File: src/rtl/reorder_buffer.sv
// Purpose : in-order retirement buffer for an out-of-order RV32 core. Entries are allocated
//           at dispatch, completed from the CDB, and retired in order, one per cycle.
// Latency : lookups are combinational with CDB bypass; commit pulses are registered (1 cycle).
// Backpr. : rob_full_out stalls the decoder; rdy_in low freezes all state, including the pulses.
//
// Ports:
//   clk_in, rst_in (sync, active-high), rdy_in (global enable)
//   dispatcher_rob_*_in        : allocate one entry at the tail (tag on rob_dispatcher_b_out)
//   dispatcher_rob_r{s,t}_h_in : two operand lookups -> rob_dispatcher_r{s,t}_{ready,value}_out
//   cdb_rob_*_in               : result broadcast (value and actual next PC)
//   rob_regfile_*_out          : register write at commit
//   rob_store_*_out            : store release at commit
//   rob_flush_*_out            : mispredict recovery with redirect PC

`ifndef ROBWidth
`define ROBWidth 4
`endif
`ifndef IDWidth
`define IDWidth 32
`endif
`ifndef RegWidth
`define RegWidth 5
`endif
`ifndef AddressWidth
`define AddressWidth 32
`endif
`ifndef InstTypeWidth
`define InstTypeWidth 6
`endif

module reorder_buffer (
    input  logic                      clk_in,
    input  logic                      rst_in,
    input  logic                      rdy_in,

    input  logic                      dispatcher_rob_en_in,
    input  logic [`InstTypeWidth-1:0] dispatcher_rob_opcode_in,
    input  logic [`RegWidth-1:0]      dispatcher_rob_dest_in,
    input  logic [`AddressWidth-1:0]  dispatcher_rob_target_in,
    input  logic [`AddressWidth-1:0]  dispatcher_rob_pc_in,
    input  logic                      dispatcher_rob_taken_in,
    output logic [`ROBWidth-1:0]      rob_dispatcher_b_out,
    output logic                      rob_full_out,

    input  logic [`ROBWidth-1:0]      dispatcher_rob_rs_h_in,
    output logic                      rob_dispatcher_rs_ready_out,
    output logic [`IDWidth-1:0]       rob_dispatcher_rs_value_out,
    input  logic [`ROBWidth-1:0]      dispatcher_rob_rt_h_in,
    output logic                      rob_dispatcher_rt_ready_out,
    output logic [`IDWidth-1:0]       rob_dispatcher_rt_value_out,

    input  logic                      cdb_rob_en_in,
    input  logic [`ROBWidth-1:0]      cdb_rob_tag_in,
    input  logic [`IDWidth-1:0]       cdb_rob_value_in,
    input  logic [`AddressWidth-1:0]  cdb_rob_npc_in,

    output logic                      rob_regfile_en_out,
    output logic [`RegWidth-1:0]      rob_regfile_rd_out,
    output logic [`IDWidth-1:0]       rob_regfile_value_out,
    output logic [`ROBWidth-1:0]      rob_regfile_tag_out,

    output logic                      rob_store_en_out,
    output logic [`ROBWidth-1:0]      rob_store_tag_out,

    output logic                      rob_flush_out,
    output logic [`AddressWidth-1:0]  rob_flush_pc_out
);

    localparam int ROB   = `ROBWidth;
    localparam int ID    = `IDWidth;
    localparam int REG   = `RegWidth;
    localparam int ADDR  = `AddressWidth;
    localparam int OP    = `InstTypeWidth;
    localparam int DEPTH = 1 << ROB;

    // Slot 0 is reserved as "no producer", so only DEPTH-1 tags circulate.
    localparam logic [ROB-1:0] FIRST_TAG = ROB'(1);
    localparam logic [ROB-1:0] LAST_TAG  = ROB'(DEPTH - 1);

    // Instruction-type encoding shared with the decoder.
    localparam logic [OP-1:0] OPC_JALR = OP'(4);
    localparam logic [OP-1:0] OPC_BEQ  = OP'(5);
    localparam logic [OP-1:0] OPC_BGEU = OP'(10);
    localparam logic [OP-1:0] OPC_SB   = OP'(16);
    localparam logic [OP-1:0] OPC_SW   = OP'(18);

    typedef struct packed {
        logic            busy;
        logic            ready;
        logic [OP-1:0]   op;
        logic [REG-1:0]  dest;
        logic [ADDR-1:0] pc;
        logic [ADDR-1:0] pred_npc;
        logic [ADDR-1:0] act_npc;
        logic [ID-1:0]   value;
    } entry_t;

    entry_t ent_q [DEPTH];
    entry_t ent_d [DEPTH];

    logic [ROB-1:0]  head_q,  head_d;
    logic [ROB-1:0]  tail_q,  tail_d;
    logic [ROB-1:0]  count_q, count_d;

    logic            reg_en_q,    reg_en_d;
    logic [REG-1:0]  reg_rd_q,    reg_rd_d;
    logic [ID-1:0]   reg_val_q,   reg_val_d;
    logic [ROB-1:0]  reg_tag_q,   reg_tag_d;
    logic            st_en_q,     st_en_d;
    logic [ROB-1:0]  st_tag_q,    st_tag_d;
    logic            flush_q,     flush_d;
    logic [ADDR-1:0] flush_pc_q,  flush_pc_d;

    logic            full;
    logic            commit_fire;
    logic            disp_fire;
    logic            mispredict;
    logic            head_is_br;
    logic            head_is_st;
    logic            head_is_jalr;
    entry_t          head_ent;

    function automatic logic [ROB-1:0] next_tag(input logic [ROB-1:0] t);
        return (t == LAST_TAG) ? FIRST_TAG : t + FIRST_TAG;
    endfunction

    assign full     = (count_q == LAST_TAG);
    assign head_ent = ent_q[head_q];

    assign head_is_br   = (head_ent.op >= OPC_BEQ) && (head_ent.op <= OPC_BGEU);
    assign head_is_st   = (head_ent.op >= OPC_SB)  && (head_ent.op <= OPC_SW);
    assign head_is_jalr = (head_ent.op == OPC_JALR);

    // rdy_in gating is applied at the register stage, so these are "would fire" terms.
    assign commit_fire = (count_q != '0) && head_ent.ready;
    assign mispredict  = commit_fire && (head_is_br || head_is_jalr)
                         && (head_ent.act_npc != head_ent.pred_npc);
    // Dispatches alongside a recovering commit, or while the flush pulse is out, are
    // wrong-path and must not consume a tag.
    assign disp_fire   = dispatcher_rob_en_in && !full && !mispredict && !flush_q;

    always_comb begin
        ent_d      = ent_q;
        head_d     = head_q;
        tail_d     = tail_q;
        count_d    = count_q;
        reg_en_d   = 1'b0;
        reg_rd_d   = reg_rd_q;
        reg_val_d  = reg_val_q;
        reg_tag_d  = reg_tag_q;
        st_en_d    = 1'b0;
        st_tag_d   = st_tag_q;
        flush_d    = 1'b0;
        flush_pc_d = flush_pc_q;

        // Completion first, so a retiring head below overrides any late write to it.
        if (cdb_rob_en_in && (cdb_rob_tag_in != '0) && ent_q[cdb_rob_tag_in].busy) begin
            ent_d[cdb_rob_tag_in].ready   = 1'b1;
            ent_d[cdb_rob_tag_in].value   = cdb_rob_value_in;
            ent_d[cdb_rob_tag_in].act_npc = cdb_rob_npc_in;
        end

        if (commit_fire) begin
            ent_d[head_q].busy  = 1'b0;
            ent_d[head_q].ready = 1'b0;
            head_d              = next_tag(head_q);
            if (head_is_st) begin
                st_en_d  = 1'b1;
                st_tag_d = head_q;
            end else if (!head_is_br && (head_ent.dest != '0)) begin
                reg_en_d  = 1'b1;
                reg_rd_d  = head_ent.dest;
                reg_val_d = head_ent.value;
                reg_tag_d = head_q;
            end
            if (mispredict) begin
                flush_d    = 1'b1;
                flush_pc_d = head_ent.act_npc;
            end
        end

        if (disp_fire) begin
            ent_d[tail_q].busy     = 1'b1;
            ent_d[tail_q].ready    = 1'b0;
            ent_d[tail_q].op       = dispatcher_rob_opcode_in;
            ent_d[tail_q].dest     = dispatcher_rob_dest_in;
            ent_d[tail_q].pc       = dispatcher_rob_pc_in;
            ent_d[tail_q].pred_npc = dispatcher_rob_taken_in ? dispatcher_rob_target_in
                                                             : dispatcher_rob_pc_in + ADDR'(4);
            ent_d[tail_q].act_npc  = '0;
            ent_d[tail_q].value    = '0;
            tail_d                 = next_tag(tail_q);
        end

        count_d = count_q + {{(ROB-1){1'b0}}, disp_fire} - {{(ROB-1){1'b0}}, commit_fire};

        if (mispredict) begin
            for (int i = 0; i < DEPTH; i++) begin
                ent_d[i].busy  = 1'b0;
                ent_d[i].ready = 1'b0;
            end
            head_d  = FIRST_TAG;
            tail_d  = FIRST_TAG;
            count_d = '0;
        end
    end

    always_ff @(posedge clk_in) begin
        if (rst_in) begin
            for (int i = 0; i < DEPTH; i++) begin
                ent_q[i] <= '0;
            end
            head_q     <= FIRST_TAG;
            tail_q     <= FIRST_TAG;
            count_q    <= '0;
            reg_en_q   <= 1'b0;
            reg_rd_q   <= '0;
            reg_val_q  <= '0;
            reg_tag_q  <= '0;
            st_en_q    <= 1'b0;
            st_tag_q   <= '0;
            flush_q    <= 1'b0;
            flush_pc_q <= '0;
        end else if (rdy_in) begin
            ent_q      <= ent_d;
            head_q     <= head_d;
            tail_q     <= tail_d;
            count_q    <= count_d;
            reg_en_q   <= reg_en_d;
            reg_rd_q   <= reg_rd_d;
            reg_val_q  <= reg_val_d;
            reg_tag_q  <= reg_tag_d;
            st_en_q    <= st_en_d;
            st_tag_q   <= st_tag_d;
            flush_q    <= flush_d;
            flush_pc_q <= flush_pc_d;
        end
    end

    // Operand lookup: the value is only meaningful once ready, so it reads as 0 otherwise.
    logic rs_bypass, rt_bypass;
    assign rs_bypass = cdb_rob_en_in && (cdb_rob_tag_in != '0)
                       && (cdb_rob_tag_in == dispatcher_rob_rs_h_in);
    assign rt_bypass = cdb_rob_en_in && (cdb_rob_tag_in != '0)
                       && (cdb_rob_tag_in == dispatcher_rob_rt_h_in);

    always_comb begin
        rob_dispatcher_rs_ready_out = 1'b0;
        rob_dispatcher_rs_value_out = '0;
        if (dispatcher_rob_rs_h_in != '0) begin
            if (rs_bypass) begin
                rob_dispatcher_rs_ready_out = 1'b1;
                rob_dispatcher_rs_value_out = cdb_rob_value_in;
            end else if (ent_q[dispatcher_rob_rs_h_in].ready) begin
                rob_dispatcher_rs_ready_out = 1'b1;
                rob_dispatcher_rs_value_out = ent_q[dispatcher_rob_rs_h_in].value;
            end
        end
    end

    always_comb begin
        rob_dispatcher_rt_ready_out = 1'b0;
        rob_dispatcher_rt_value_out = '0;
        if (dispatcher_rob_rt_h_in != '0) begin
            if (rt_bypass) begin
                rob_dispatcher_rt_ready_out = 1'b1;
                rob_dispatcher_rt_value_out = cdb_rob_value_in;
            end else if (ent_q[dispatcher_rob_rt_h_in].ready) begin
                rob_dispatcher_rt_ready_out = 1'b1;
                rob_dispatcher_rt_value_out = ent_q[dispatcher_rob_rt_h_in].value;
            end
        end
    end

    assign rob_dispatcher_b_out  = tail_q;
    assign rob_full_out          = full;
    assign rob_regfile_en_out    = reg_en_q;
    assign rob_regfile_rd_out    = reg_rd_q;
    assign rob_regfile_value_out = reg_val_q;
    assign rob_regfile_tag_out   = reg_tag_q;
    assign rob_store_en_out      = st_en_q;
    assign rob_store_tag_out     = st_tag_q;
    assign rob_flush_out         = flush_q;
    assign rob_flush_pc_out      = flush_pc_q;

endmodule

File: config.mk
export PLATFORM = sky130hd
export DESIGN_NAME = reorder_buffer
export DESIGN_NICKNAME = d
export VERILOG_FILES = /design/src/rtl/reorder_buffer.sv
export SDC_FILE = /design/constraint.sdc
export NUM_CORES = 2
export LEC_CHECK = 0
export BUFFER_PORTS_ARGS = -buffer_cell sky130_fd_sc_hd__buf_2
export CAP_MARGIN = 10
export CORE_MARGIN = 10
export CORE_UTILIZATION = 56
export CTS_CLUSTER_DIAMETER = 60
export DETAILED_ROUTE_END_ITERATION = 6
export PLACE_DENSITY = 0.74
export SLEW_MARGIN = 10
export SYNTH_ARGS = -nofsm -noshare
export SYNTH_HDL_FRONTEND = slang
export SYNTH_SLANG_ARGS = --single-unit
export TNS_END_PERCENT = 5
File: constraint.sdc
create_clock -name clk_in -period 4.22 [get_ports clk_in]
set_input_delay 0.844 -clock clk_in [delete_from_list [all_inputs] [get_ports clk_in]]
set_output_delay 0.844 -clock clk_in [all_outputs]
set_load 0.02 [all_outputs]
==> reports/results.txt <==
cell taking the most area after synthesis - dfxtp_1
RSZ-0062 raised after global routing - true
met2 Use GR - 0.5636
kind of critical path - reg2reg
hpwl dp - 203.3 mm
clk_lat worst skew - 0.88 ns
max-slew violations - 0
final non-filler cell total - 11420
area occupied by multi-input gates - 47890 µm²
vias in the first global route - 80170
crit-path cells - buf_8 > bufbuf_16 > buf_4 > mux4_2 > a22oi_2 > nand2_2 > xor2_1 > nor4_2 > nand4_1 > buf_4 > o21a_4 > o21ai_4 > o21ai_1 > ha_2 > fa_2 > xor2_1 > nand2_1 > o22ai_1 > and2_1
fin nets - 9361
drt pass-1 iters - 7
Worst path depth - 19
pre-CTS WS - -0.6796 ns
Final Cell Area - 103000 µm²
maximum vdd drop - 0.4141 mV
P&R area growth vs syn - 16.98%
Reg area - 36770 µm²
Synth async-reset ratio - 0
Post-Syn Area - 88090 µm²
clk_skew - 0.05870 ns
I/O Buffers - 307
io pins - 308
Starting Density - 0.5639
number of flops mapped to enable cells by yosys - 0
post-synthesis sequential area ratio - 0.4172
hold buffers post-CTS - 0
pin count of the biggest net entering global routing - 131
library cells used by synthesis - 61
DR WL/cell - 30.17 µm
total gr overflow - 0
GPL Wtd Cong - 0.9236
nature of the critical path startpoint - register
Routed Antenna Nets - 0
final hold slack - 0.3236 ns
CP max stage cell - mux4_2
Mapped Nets - 9273
met1 GRT Util - 0.4540
TritonCTS clock tree - built
initial antenna violation count - 28
initial DRC count - 12820
root buf cell - clkbuf_16
Final Critical Period - 4.383 ns
Max stage delay on crit path - 0.50 ns
gr usage total - 0.3809
worst hold path class - in2reg
drt drc - 0
Final WS setup - -0.1633 ns
largest cells by area after synthesis - dfxtp_1 (42%), mux4_2 (21%), nand2_1 (9.3%)
Worst R2R Path Depth - 19
via/cell ratio - 7.073
#FFs+latches synth - 1836
Reg clk slew, reported paths - 0.07 ns
Req. time, crit path - 4.99 ns
most common cell in the synthesized netlist - nand2_1
final WL - 344.4 mm
die area - 173600 µm²
met3 Usage GRT - 0.1124
DR vias - 80750
Synth Instances - 9101
worst-margin pin slew - 1.129 ns
global-route wire length before repair - 506.7 mm
CTS buffer count - 191
Max-Cap Viols - 0
relative slew slack - 0.2439
Final Hold Viols - 0
Avg Inst Size Synth - 9.679 µm²
clk sinks - 1836
fillers - 11440
die width - 416.6 µm
Placed Cells - 10980
synth warn - 0
share of cells above drive strength 1 - 0.2668
synth cell count leaders - nand2_1 (2184), dfxtp_1 (1836), a21oi_1 (988), mux4_2 (807), clkbuf_1 (674)
CP endpoint kind - register
htree depth - 4
die height - 416.6 µm
setup_tns - -11.32 ns
fmax - 228.1 MHz
Placeable Area - 156200 µm²
pwr dens - 359.3 nW/µm²
worst-path maximum fanout - 5
status - complete, but fails checks
hold path cells - 2
Top FF cell, synth - dfxtp_1
P_leak - 0.03648 µW
Worst EP arrival - 5.15 ns
gr busiest metal - met2
Clock Path Buffers - 3
failing checks - setup timing
count of buffer and inverter cells on the critical path - 4
area post-placement - 94850 µm²
final setup fails - 281
Site Rows - 145
Largest delay share family, worst path - simple AND/OR/NAND/NOR gates
top-area cell type share of the netlist area - 0.4172
Final period util - 1.039
==> repair_timing <==
action                     in CTS  in global routing
pin swaps                      39                 26
setup endpoints to repair    1824               1467
hold endpoints to repair        0                  0
gates resized for setup       103                 72
cloned                          8                  2
buffers inserted               41                 31
==> cells in the final DEF (no fill, tap or decap), types with 16 or more instances in the layout <==
| cell type | count |
|---|---|
| xnor2_1 | 23 |
| a22oi_2 | 44 |
| buf_4 | 364 |
| nand2_4 | 18 |
| nor3_1 | 445 |
| clkbuf_8 | 47 |
| clkbuf_1 | 41 |
| buf_2 | 301 |
| nor2_1 | 145 |
| clkbuf_16 | 195 |
| nand4_1 | 16 |
| nand2_2 | 30 |
| and2_1 | 74 |
| dfxtp_1 | 1832 |
| a21oi_1 | 986 |
| xor2_1 | 42 |
| clkinv_2 | 31 |
| a31o_1 | 297 |
| buf_6 | 28 |
| nor4_1 | 101 |
| o21ai_0 | 194 |
| nand3_2 | 16 |
| buf_12 | 205 |
| o21ai_4 | 16 |
| mux4_2 | 807 |
| a22oi_1 | 85 |
| o211ai_1 | 155 |
| nand3_1 | 27 |
| a32o_1 | 18 |
| mux2i_1 | 136 |
| a31o_2 | 250 |
| nand2_1 | 2136 |
==> power by group <==
group          internal, µW  total, µW  leakage (µW)  switching (µW)
Clock                 10000      17500       0.00320            7490
Sequential            17400      17400        0.0148            28.0
Combinational           642       2110        0.0185            1470
Total                 28000      37000        0.0365            8980
==> metal layers <==
layer / routed length [µm] / up-vias
li1: - / 33280
met1: 112500 / 38680
met2: 147700 / 6764
met3: 49460 / 1986
met4: 34570 / 32
met5: 202 / -
==> area by class of cell <==
| type | count | area share |
|---|---|---|
| Sequential cell | 1836 | 0.3568 |
| Tap cell | 2058 | 0.02499 |
| Antenna cell | 14 | 0.0003400 |
| Inverter | 15 | 0.0006193 |
| Timing Repair Buffer | 922 | 0.08951 |
| Clock buffer | 281 | 0.05464 |
| Clock inverter | 67 | 0.008305 |
| Multi-Input combinational cell | 6223 | 0.4647 |
==> through the flow <==
stage          power [µW]  utilization
2_1_floorplan       18810            -
3_3_place_gp        19730       0.6072
3_5_place_dp        19750       0.6072
4_1_cts             36860       0.6559
5_1_grt             37700       0.6596
6_report            37020       0.6597
==> path summary, 6_finish.rpt <==
path,slack [ns],startpoint,to
setup reg to reg,-0.16,head_q[1],count_q[2]
hold reg to reg,0.45,ent_q[610],ent_q[610]
setup / recovery,-0.16,head_q[1],count_q[2]
hold / removal,0.32,rst_in,rob_regfile_en_out
==> registers in the layout (all words and copies together) (netlist names) <==
name,count
ent_q,1744
rob_flush_pc_out,32
rob_regfile_value_out,32
rob_regfile_rd_out,5
count_q,4
head_q,4
rob_dispatcher_b_out,4
rob_regfile_tag_out,4
rob_store_tag_out,4
rob_flush_out,1
rob_regfile_en_out,1
rob_store_en_out,1
==> kinds of logic (layout without fill, tap and decap cells) <==
logic type      after synthesis  after routing  synth area share
buf+inv                    1042           1285           0.05079
flops                      1836           1836            0.4172
other cells                   0             14                 0
xor+xnor                     71             71          0.007059
simple gates               3099           3099            0.1470
fa+ha+maj                    15             15          0.002216
compound gates             2091           2091            0.1534
mux                         947            947            0.2223
(Power assumes the default switching activity.)
